--- config.mk ---
export PLATFORM = sky130hd
export DESIGN_NAME = count_drain
export DESIGN_NICKNAME = d
export VERILOG_FILES = /design/src/rtl/count_drain_pkg.sv /design/src/rtl/cg_cell.sv /design/src/rtl/count_drain.sv
export SDC_FILE = /design/constraint.sdc
export NUM_CORES = 1
export LEC_CHECK = 0
export BUFFER_PORTS_ARGS = -buffer_cell sky130_fd_sc_hd__buf_2
export CORE_MARGIN = 1.5
export CORE_UTILIZATION = 47
export DETAILED_ROUTE_END_ITERATION = 7
export PLACE_DENSITY_LB_ADDON = 0.15
export SKIP_LAST_GASP = 1
export SLEW_MARGIN = 20
export SYNTH_ARGS = -nofsm -noshare
export SYNTH_HDL_FRONTEND = slang
export SYNTH_HIERARCHICAL = 1
export SYNTH_SLANG_ARGS = --single-unit
--- constraint.sdc ---
create_clock -name clk -period 2.17 [get_ports clk]
set_input_delay 0.434 -clock clk [delete_from_list [all_inputs] [get_ports clk]]
set_output_delay 0.434 -clock clk [all_outputs]
set_load 0.005 [all_outputs]
--- src/rtl/count_drain_pkg.sv ---
`default_nettype none
// ============================================================================
// Module      : count_drain_pkg
// Description : Shared defaults, state encoding and state type for count_drain.
// Revision    : 1.0 - initial release
// ============================================================================
package count_drain_pkg;

   localparam int c_width_def  = 8;
   localparam int c_step_w_def = 3;

   localparam int         c_state_w = 2;
   localparam logic [1:0] c_st_idle = 2'd0;
   localparam logic [1:0] c_st_run  = 2'd1;
   localparam logic [1:0] c_st_done = 2'd2;

   typedef enum logic [c_state_w-1:0] {
      ST_IDLE = c_st_idle,
      ST_RUN  = c_st_run,
      ST_DONE = c_st_done
   } state_t;

endpackage
`default_nettype wire

--- src/rtl/cg_cell.sv ---
`default_nettype none
// ============================================================================
// Module      : cg_cell
// Description : Latch-based integrated clock gate; enable is captured while
//               clk is low so gclk never glitches.
// Revision    : 1.0 - initial release
// ============================================================================
module cg_cell (
   input  logic clk,
   input  logic gate_en,
   output logic gclk
);

   logic r_en_lat;

   always_latch begin
      if (!clk) begin
         r_en_lat <= gate_en;
      end
   end

   assign gclk = clk & r_en_lat;

endmodule
`default_nettype wire

--- src/rtl/count_drain.sv ---
`default_nettype none
// ============================================================================
// Module      : count_drain
// Description : Loadable down-counter that drains by a per-cycle step, with a
//               saturating final step, done/underflow pulses and a gated count
//               register.
// Revision    : 1.0 - initial release
// ============================================================================
module count_drain
   import count_drain_pkg::*;
#(
   parameter int WIDTH  = c_width_def,
   parameter int STEP_W = c_step_w_def
) (
   input  logic              clk,
   input  logic              rst,
   input  logic              clear,
   input  logic              load_valid,
   input  logic [WIDTH-1:0]  load_data,
   output logic              load_ready,
   input  logic [STEP_W-1:0] decrease,
   output logic [WIDTH-1:0]  count,
   output logic              busy,
   output logic              done,
   output logic              underflow,
   output logic              gate_en
);

   // Comparisons run in a width wide enough for both operands.
   localparam int c_cw = (WIDTH > STEP_W) ? WIDTH : STEP_W;

   state_t           r_state;
   state_t           w_state_nxt;
   logic [WIDTH-1:0] r_count;
   logic [WIDTH-1:0] w_count_nxt;
   logic             r_done;
   logic             r_underflow;
   logic             w_gate_en;
   logic             w_gclk;
   logic             w_dec_nz;
   logic             w_dec_ge;
   logic             w_dec_gt;
   logic [c_cw-1:0]  w_dec_w;
   logic [c_cw-1:0]  w_cnt_w;

   assign w_dec_w  = c_cw'(decrease);
   assign w_cnt_w  = c_cw'(r_count);
   assign w_dec_nz = |decrease;
   assign w_dec_ge = (w_dec_w >= w_cnt_w);
   assign w_dec_gt = (w_dec_w > w_cnt_w);

   // ------------------------------------------------------------------
   // FSM: state register
   // ------------------------------------------------------------------
   always_ff @(posedge clk or negedge rst) begin
      if (!rst) begin
         r_state <= ST_IDLE;
      end else begin
         r_state <= w_state_nxt;
      end
   end

   // ------------------------------------------------------------------
   // FSM: next-state logic
   // ------------------------------------------------------------------
   always_comb begin
      w_state_nxt = r_state;
      if (clear) begin
         w_state_nxt = ST_IDLE;
      end else begin
         case (r_state)
            ST_IDLE: begin
               if (load_valid) begin
                  w_state_nxt = (load_data != '0) ? ST_RUN : ST_DONE;
               end
            end
            ST_RUN: begin
               if (w_dec_nz && w_dec_ge) begin
                  w_state_nxt = ST_DONE;
               end
            end
            ST_DONE: begin
               w_state_nxt = ST_IDLE;
            end
            default: begin
               w_state_nxt = ST_IDLE;
            end
         endcase
      end
   end

   // ------------------------------------------------------------------
   // FSM: output decode
   // ------------------------------------------------------------------
   always_comb begin
      load_ready = 1'b0;
      busy       = 1'b0;
      case (r_state)
         ST_IDLE: load_ready = 1'b1;
         ST_RUN:  busy       = 1'b1;
         default: begin
            load_ready = 1'b0;
            busy       = 1'b0;
         end
      endcase
   end

   // Pulses are registered on the ungated clock; clear suppresses both.
   always_ff @(posedge clk or negedge rst) begin
      if (!rst) begin
         r_done      <= 1'b0;
         r_underflow <= 1'b0;
      end else begin
         r_done      <= !clear && (r_state == ST_DONE);
         r_underflow <= !clear && (r_state == ST_RUN) && w_dec_gt;
      end
   end

   assign done      = r_done;
   assign underflow = r_underflow;

   // ------------------------------------------------------------------
   // Gated count register
   // ------------------------------------------------------------------
   assign w_gate_en = ((r_state == ST_IDLE) && load_valid)
                    | ((r_state == ST_RUN) && w_dec_nz)
                    | clear;
   assign gate_en   = w_gate_en;

   // The subtraction is only taken when decrease < count, so the step fits WIDTH.
   always_comb begin
      w_count_nxt = r_count;
      if (clear) begin
         w_count_nxt = '0;
      end else if (r_state == ST_IDLE) begin
         w_count_nxt = load_data;
      end else if (w_dec_ge) begin
         w_count_nxt = '0;
      end else begin
         w_count_nxt = r_count - w_dec_w[WIDTH-1:0];
      end
   end

   cg_cell u_cg_cell (
      .clk     (clk),
      .gate_en (w_gate_en),
      .gclk    (w_gclk)
   );

   always_ff @(posedge w_gclk or negedge rst) begin
      if (!rst) begin
         r_count <= '0;
      end else begin
         r_count <= w_count_nxt;
      end
   end

   assign count = r_count;

endmodule
`default_nettype wire
==> flow_metrics.tcl, run 1 <==
set metrics [dict create \
    setup_viol 0 \
    use_met1_pct 30.2 \
    dr.pass1.iters 4 \
    drive_above_1_share_pct 41.8 \
    r2r_setup_slack_ns 0.13 \
    hp-start "load_data[6]" \
    cellPowerDensity_nw_per_um2 1010 \
    drcViolationCount 0 \
    antenna_cells 0 \
    syn_area_um2 771 \
    drt_iter0_drc 34 \
    port-buffer-count 27 \
    fin_skew_ns 0.0408 \
    drt_wl_total_mm 2.06 \
    cp-end-kind "register" \
    min_period_ns 2.04 \
    clock_latency_ns 0.63 \
    grt_pass1_wl_mm 3.26 \
    crit_buf_inv 2 \
    cp.arrival_ns 2.52 \
    area_delta_synth_final_pct 37.0 \
    rsz0062_at_grt "false" \
    grt_overflow 0 \
    synth.distinct_cells 37 \
    grt_pass1_vias 789 \
    reg2regPathDepth 8 \
    syn-mean-instance-area_um2 9.76 \
    synthCells 79 \
    num_io_pins 28 \
    post-route-util_pct 69.3 \
    cap_violations 0 \
    final_common_cell "buf_2" \
    crit_family "compound AO/OA/AOI/OAI gates" \
    peakVddDrop_mv 0.669 \
    cp_common_cell "inv_1" \
    setup_tns_ns 0 \
    cp_cell_sequence "inv_1 > ha_1 > inv_1 > fa_1 > a21o_1 > a211oi_4 > a21oi_2 > a31o_2" \
    finalNetCount 142 \
    r2r-end "r_state[0]" \
    hold_path_end "count[6]" \
    synth_top_area_share_pct 39.0 \
    dp.cells 125 \
    cts_tree "done" \
    initial_core_util_pct 50.6 \
    crit_fanout 3 \
    synth.area.top_cells "dfrtp_1 (39%), ha_1 (4.9%), nand2_1 (4.4%)" \
    core_um2 1520 \
    final_cell_mix "buf_2 (27), dfrtp_1 (12), clkbuf_4 (11)" \
    row_count 14 \
    viasPerCell 5.91 \
    ant_nets 0 \
    grt_use_total_pct 26.7 \
    synth_seq_cells 13 \
    worst_setup_path_start_kind "register" \
    worstHoldPathType "input pin to register" \
    antenna_found_initial 0 \
    max_freq_ghz 0.491 \
    top_usage_layer "met2" \
    grt_max_degree 13 \
    dpl_worst_slack_ns 0 \
    tightest_slew_ns 0.481 \
    fill_cells 125 \
    critical-path-slowest-cell "fa_1" \
    vias 815 \
    reg2reg_from "count[0]" \
    dieHeight_um 43.5 \
    leakagePower_nw 0.544 \
    fp.dieArea_um2 1890 \
    die_w_um 43.5 \
    hold_depth 3 \
    met2_usage_pct 35.8 \
    period_share_pct 93.9 \
    total_power_mw 1.07 \
    use_met3_pct 12.5 \
    clk_pin_slew_ns 0.06 \
    critPathRequiredTime_ns 2.65 \
    outcome "complete, no violations" \
    crit_type "register to register" \
    max_stage_delay_ns 0.42 \
    final.setup.worst_slack_ns 0.133 \
    finalHoldViolCount 0 \
    hpwl_mm 1.44 \
    synth_nets 98 \
    drt-wirelength-per-cell_um 14.9 \
    gp_congestion 0.829 \
    max_slew_margin_pct 67.6 \
    yosys.area.top_type "dfrtp_1" \
    slew_violations 0 \
    yosysWarnings 6 \
    final_cells 138 \
]
-- worst min-delay path: stages --
cell and delay, ns:
buf_2 0.09, nand2_1 0.04, o21ai_0 0.06
-- state kept, by name, indices dropped and copies added, names as in the netlist --
signal,count
underflow,1
count,8
r_state,2
u_cg_cell/r_en_lat,1
done,1
-- worst max path at each step --
stage	from	end	slack [ns]	cells past startpoint
after floorplan	decrease[1]	u_cg_cell/r_en_lat	0.03	3
after global placement	decrease[1]	u_cg_cell/r_en_lat	0	4
after detailed placement	decrease[1]	u_cg_cell/r_en_lat	0	4
after CTS	count[0]	count[2]	0.14	8
after global routing	count[0]	count[2]	0.02	8
final	count[0]	r_state[0]	0.13	8
-- cell usage after synthesis --
cell type and n:
nand2b_1 1, dlxtn_1 1, fa_1 1, dfrtp_1 12
nand3b_1 1, a211oi_1 2, clkbuf_1 1, a21oi_1 1
inv_1 4, nor2_1 2, or3_1 1, a22o_1 2
xnor2_1 2, a21oi_2 1, nor4_2 1, nor3_1 3
nor2b_1 2, xor2_1 3, o21ai_0 6, nor3b_1 1
nand3_1 4, a211oi_4 1, nand2_1 9, nor4_1 2
a31o_2 1, o211ai_1 1, mux2i_1 1, o21bai_1 1
a21o_1 1, and2_1 1, or3_2 1, o31ai_1 1
ha_1 3, buf_2 1, a31oi_1 1, and4bb_2 1
or4_4 1
-- where the power goes --
group	internal [mW]	total [mW]	switching [mW]	leakage, nW
Clock	0.228	0.362	0.134	0.0572
Sequential	0.252	0.311	0.0582	0.167
Combinational	0.202	0.397	0.194	0.320
Total	0.683	1.07	0.387	0.544
-- area by class of cell --
type                            instances  area (um^2)  area share [%]
Tap cell                               16         20.0            1.90
Timing Repair Buffer                   33          183            17.3
Inverter                                4         15.0            1.42
Sequential cell                        13          315            29.9
Multi-Input combinational cell         60          435            41.2
Clock buffer                           11         82.6            7.82
Clock inverter                          1         5.00           0.474
-- what timing repair did --
action / in CTS / in global routing
gates resized for setup: 0 / 1
endpoints found under the hold margin: 12 / 0
setup endpoints to repair: 0 / 1
hold buffers: 1 / 0
buffers inserted: 0 / 0
-- kinds of logic after synthesis --
logic type	share of synthesized area [%]
AO/OA/AOI/OAI	18.3
XOR/XNOR	5.68
adder cells (fa/ha/maj)	7.47
buffers and inverters	3.08
flip-flops	39.0
latches	1.95
multiplexers	1.30
AND/OR/NAND/NOR	23.2
-- per-layer routing --
metal  share of wire (%)  vias up  wire length (um)
met4                 3.4        0                70
met2                  46       49               948
met3                  10       10               211
met5                   0        -                 0
li1                    -      372                 -
met1                  40      384               829
-- metrics by stage --
step | area, um^2 | hold WS, ns
finish | 1060 | 0.0284
global route | 1060 | 0.0349
CTS | 1050 | 0.0332
detailed placement | 955 | 0.226
global placement | 955 | 0.227
floorplan | 771 | 0.138
Note: power is estimated with default switching activity, not from simulation.
==> inputs of run 2 (changes only) <==
--- a/config.mk
+++ b/config.mk
@@ -6,8 +6,10 @@
 export NUM_CORES = 1
 export LEC_CHECK = 0
 export BUFFER_PORTS_ARGS = -buffer_cell sky130_fd_sc_hd__buf_2
+export CELL_PAD_IN_SITES_DETAIL_PLACEMENT = 1
+export CELL_PAD_IN_SITES_GLOBAL_PLACEMENT = 2
 export CORE_MARGIN = 1.5
-export CORE_UTILIZATION = 47
+export CORE_UTILIZATION = 28
 export DETAILED_ROUTE_END_ITERATION = 7
 export PLACE_DENSITY_LB_ADDON = 0.15
 export SKIP_LAST_GASP = 1
==> flow_metrics.tcl, run 2 (synthesis gave the netlist of run 1 again) <==
set metrics [dict create \
    outcome "complete, no violations" \
    max_stage_delay_ns 0.42 \
    grt_use_total_pct 16.7 \
    cap_violations 0 \
    ant_nets 0 \
    clk_pin_slew_ns 0.05 \
    port-buffer-count 27 \
    switching_share_pct 35.5 \
    finalNetCount 141 \
    min_period_ns 2.06 \
    viasPerCell 5.01 \
    setup_viol 0 \
    final_common_cell "buf_2" \
    final_cells 151 \
    cp-end-kind "register" \
    clock_latency_ns 0.60 \
    switchingPower_uw 372 \
    dieHeight_um 55.5 \
    grt_pass1_wl_mm 3.76 \
    die_w_um 55.5 \
    area_delta_synth_final_pct 37.7 \
    leakagePower_nw 0.535 \
    drive_above_1_share_pct 40.5 \
    num_io_pins 28 \
    drt_iter0_drc 24 \
    initial_core_util_pct 30.3 \
    cellPowerDensity_nw_per_um2 989 \
    largest_register_ffs 8 \
    internal-power_uw 677 \
    gp_congestion 0.713 \
    crit_buf_inv 2 \
    cts_tree "done" \
    row_count 18 \
    fp.dieArea_um2 3080 \
    drt-wirelength-per-cell_um 14.9 \
    dp.cells 138 \
    critPathRequiredTime_ns 2.64 \
    crit_type "register to register" \
    setup_tns_ns 0 \
    final_cell_mix "buf_2 (27), dfrtp_1 (12), clkbuf_4 (11)" \
    antenna_cells 0 \
    cts.repair.resized 0 \
    drt_wl_total_mm 2.26 \
    fin_skew_ns 0.0190 \
    cp_cell_sequence "inv_1 > ha_1 > inv_1 > fa_1 > a21o_1 > a211oi_4 > or3_2 > o21ai_0" \
    grt_overflow 0 \
    clkPwrFrac_pct 32.8 \
    hpwl_mm 1.74 \
    core_um2 2540 \
    tightest_slew_ns 0.490 \
    post_cts.repair.setup_buffers 0 \
    post_dp_cell_area_um2 965 \
    worstHoldPathType "input pin to register" \
    slew_violations 0 \
    max_freq_ghz 0.486 \
    critical-path-slowest-cell "fa_1" \
    peakVddDrop_mv 0.433 \
    worst_setup_path_start_kind "register" \
    fill_cells 309 \
    max_slew_margin_pct 67.0 \
    p_comb_share_pct 37.4 \
    rsz0062_at_grt "false" \
    total_power_mw 1.05 \
    seqPwrFrac_pct 29.8 \
    cts_hold_buf 1 \
    crit_fanout 6 \
    vias 757 \
    antenna_found_initial 0 \
    grt_max_degree 13 \
    cp_common_cell "inv_1" \
    grt_pass1_vias 785 \
    drcViolationCount 0 \
    cp.arrival_ns 2.53 \
    dr.pass1.iters 4 \
    final_area_um2 1060 \
    crit_family "adder cells" \
    period_share_pct 94.8 \
    finalHoldViolCount 0 \
]
==> run 2: cell types whose count changed in the layout (fill, tap and decap cells not counted), sizes merged <==
cell,delta
buf,-1
clkbuf,+1
clkinv,-1
==> run 2: area by class of cell <==
class / count / area, um^2 / share of cell area (%)
clock buffer: 12 / 86.3 / 8.14
inverter: 4 / 15.0 / 1.42
multi-input combinational: 60 / 432 / 40.7
sequential: 13 / 315 / 29.7
tap: 30 / 37.5 / 3.54
timing repair buffer: 32 / 175 / 16.5
==> run 2: power groups by stage <==
| stage | Clock, mW | Combinational (mW) | Sequential, mW |
|---|---|---|---|
| CTS | 0.362 | 0.400 | 0.313 |
| detailed placement | 0.0268 | 0.396 | 0.315 |
| finish | 0.345 | 0.392 | 0.312 |
| global placement | 0.0268 | 0.395 | 0.314 |
| global route | 0.382 | 0.433 | 0.322 |
| floorplan | 0.0268 | 0.249 | 0.306 |
==> run 2: path summary, 6_finish.rpt <==
| check | startpoint | endpoint | slack, ns | cells after the start |
|---|---|---|---|---|
| worst min-delay path | load_data[0] | count[0] | 0.06 | 3 |
| max in group asynchronous | rst | r_state[0] | 1.69 | 2 |
| min in group asynchronous | rst | count[7] | 0.24 | 2 |
| min in group gated | u_cg_cell/r_en_lat | clock gate | 0.65 | 0 |
| worst max register to register | count[0] | count[6] | 0.11 | 8 |
| max in group gated | u_cg_cell/r_en_lat | clock gate | 0.27 | 0 |
| worst max-delay path | count[0] | count[6] | 0.11 | 8 |
| worst min register to register | r_state[1] | r_state[1] | 0.56 | 1 |
==> run 2: tightest hold or removal path: cells and delay by family <==
kind                   cells  cell delay, ns
AOI/OAI and AO/OA          1            0.06
buffers and inverters      1            0.09
and+or+nand+nor            1            0.04
==> run 2: routing by layer <==
layer  share of wire (%)  wire length, um  global-route usage, %
met2                  45             1020                   22.1
met1                  47             1070                   21.0
met4                 1.3               29                   10.5
met5                   0                0                      0
met3                 6.2              139                   8.90
==> run 2: per-stage QoR <==
stage / util (%) / hold WS (ns) / worst slack (ns)
2_1_floorplan: - / 0.138 / 0.0344
3_3_place_gp: 37.9 / 0.228 / 0
3_5_place_dp: 37.9 / 0.230 / 0
4_1_cts: 41.7 / 0.0530 / 0.103
5_1_grt: 41.7 / 0.0220 / 0.0208
6_report: 41.7 / 0.0631 / 0.112
==> inputs of run 3 (changes only) <==
--- a/config.mk
+++ b/config.mk
@@ -5,11 +5,12 @@
 export SDC_FILE = /design/constraint.sdc
 export NUM_CORES = 1
 export LEC_CHECK = 0
+export ABC_AREA = 1
 export BUFFER_PORTS_ARGS = -buffer_cell sky130_fd_sc_hd__buf_2
 export CELL_PAD_IN_SITES_DETAIL_PLACEMENT = 1
 export CELL_PAD_IN_SITES_GLOBAL_PLACEMENT = 2
 export CORE_MARGIN = 1.5
-export CORE_UTILIZATION = 28
+export CORE_UTILIZATION = 27
 export DETAILED_ROUTE_END_ITERATION = 7
 export PLACE_DENSITY_LB_ADDON = 0.15
 export SKIP_LAST_GASP = 1
==> flow_metrics.tcl, run 3 <==
set metrics [dict create \
    outcome "complete, no violations" \
    setup_tns_ns 0 \
    yosys.area.top_type "dfrtp_1" \
    r2r-end "u_cg_cell/r_en_lat" \
    holdWs_ns 0.0573 \
    total_power_mw 1.58 \
    cts_tree "done" \
    drcViolationCount 0 \
    reg2reg_from "r_state[1]" \
    synth_top_area_share_pct 33.9 \
    final_common_cell "nand2_1" \
    port-buffer-count 27 \
    post_dp_cell_area_um2 1070 \
    syn_area_um2 885 \
    final.setup.worst_slack_ns 0.184 \
    vias 902 \
    fin_skew_ns 0.0261 \
    rsz0062_at_grt "false" \
    synthCells 118 \
    grt_overflow 0 \
    syn-mean-instance-area_um2 7.50 \
    grt_use_total_pct 16.6 \
    core_um2 3080 \
    num_io_pins 28 \
    dr.pass1.iters 4 \
    synth_nets 137 \
    grt_pass1_vias 947 \
    cellPowerDensity_nw_per_um2 1320 \
    worstHoldPathType "input pin to register" \
    slew_violations 0 \
    synth.area.top_cells "dfrtp_1 (34%), nand2_1 (16%), inv_1 (6.8%)" \
    reg2regPathDepth 5 \
    post_cts.repair.setup_buffers 0 \
    peakVddDrop_mv 0.464 \
    die_w_um 60.2 \
    final_area_um2 1200 \
    setup_viol 0 \
    finalNetCount 185 \
    drt-wirelength-per-cell_um 11.7 \
    post-route-util_pct 38.9 \
    fp.dieArea_um2 3630 \
    grt_max_degree 13 \
    leakagePower_nw 0.709 \
    gp_congestion 0.743 \
    hp-start "load_data[6]" \
    yosys_most_used_dff "dfrtp_1" \
    cap_violations 0 \
    yosysWarnings 6 \
    drt_iter0_drc 9 \
    synth.distinct_cells 26 \
    cp.arrival_ns 1.55 \
    finalHoldViolCount 0 \
    crit_type "register to output port" \
    clock_latency_ns 0.60 \
    async_reset_ff_share_pct 92.3 \
    drive_above_1_share_pct 32.7 \
    dpl_worst_slack_ns 0.206 \
    final_cells 209 \
    startpoint "r_state[1]" \
    drt_wl_total_mm 2.45 \
    clk_pin_slew_ns 0.04 \
    largest_register_ffs 8 \
    ant_nets 0 \
    min_period_ns 1.99 \
    antenna_cells 0 \
    grt_pass1_wl_mm 3.97 \
    cp-end-kind "output port" \
    r2r_setup_slack_ns 0.31 \
    synth_common_cells "nand2_1 (37), inv_1 (16), dfrtp_1 (12), nor2_1 (10), nand3_1 (8)" \
    antenna_found_initial 0 \
    crit_fanout 5 \
    hold_depth 3 \
    synth_seq_cells 13 \
    final_cell_mix "nand2_1 (37), buf_2 (27), inv_1 (23)" \
    viasPerCell 4.32 \
    synth_enable_flop_cells 0 \
    initial_core_util_pct 28.7 \
    max_freq_ghz 0.504 \
    synth.most_common_cell "nand2_1" \
    crit_path_end "gate_en" \
    max_slew_margin_pct 80.2 \
    tightest_slew_ns 0.297 \
    worst_setup_path_start_kind "register" \
    period_share_pct 91.5 \
    hpwl_mm 1.97 \
    dp.cells 189 \
    area_delta_synth_final_pct 35.4 \
    row_count 20 \
    dieHeight_um 60.2 \
    critPathRequiredTime_ns 1.74 \
]
==> run 3: changes by cell type in the layout (fill, tap and decap cells not counted), moves of 3 or more <==
cell,previous run,this run
nand2_1,9,37
inv_1,4,23
nor2_1,2,10
buf_4,4,0
nand3_1,4,8
o21ai_0,6,2
nand2_2,0,3
o21ai_1,0,3
==> run 3: worst min-delay path by stage <==
stage                       to
CTS                   count[6]
global placement    clock gate
detailed placement  clock gate
finish                count[6]
global route          count[3]
floorplan             count[0]
==> run 3: timing repair <==
action | 4_1_cts | 5_1_grt
gates resized for setup | 0 | 0
hold endpoints to repair | 12 | 0
hold buffers | 1 | 0
==> run 3: cell type report <==
type	instances	area, um^2
repair buffers	28	145
multi-input cells	87	502
well taps	44	55.1
fillers	418	1880
inverters	17	63.8
clock inverters	8	30.0
flip-flops and latches	13	315
clock buffers	12	86.3
==> run 3: metal layers <==
layer	share of wire (%)	GRT usage, %	up-vias
met5	0	0	-
met4	2.4	15.9	0
met3	5.1	8.87	5
met2	47	22.7	25
met1	45	17.8	410
li1	-	-	462
==> run 3: power breakdown <==
| part | internal, mW | switching, mW |
|---|---|---|
| Clock | 0.248 | 0.159 |
| Combinational | 0.317 | 0.475 |
| Sequential | 0.302 | 0.0786 |
==> run 3: critical path, stage by stage (launching register included) <==
cell	delay, ns
dfrtp_1	0.35
inv_1	0.13
nand2_1	0.10
inv_1	0.08
nand2_1	0.05
o211ai_1	0.09
buf_2	0.15
==> run 3: logic make-up (layout without fill, tap and decap cells) <==
group | Yosys count | in the layout | synth area share, %
simple gates | 72 | 72 | 41.2
buf+inv | 18 | 65 | 7.64
flops | 12 | 12 | 33.9
compound gates | 8 | 8 | 6.08
fa+ha+maj | 4 | 4 | 6.51
xor+xnor | 3 | 3 | 2.97
latches | 1 | 1 | 1.70
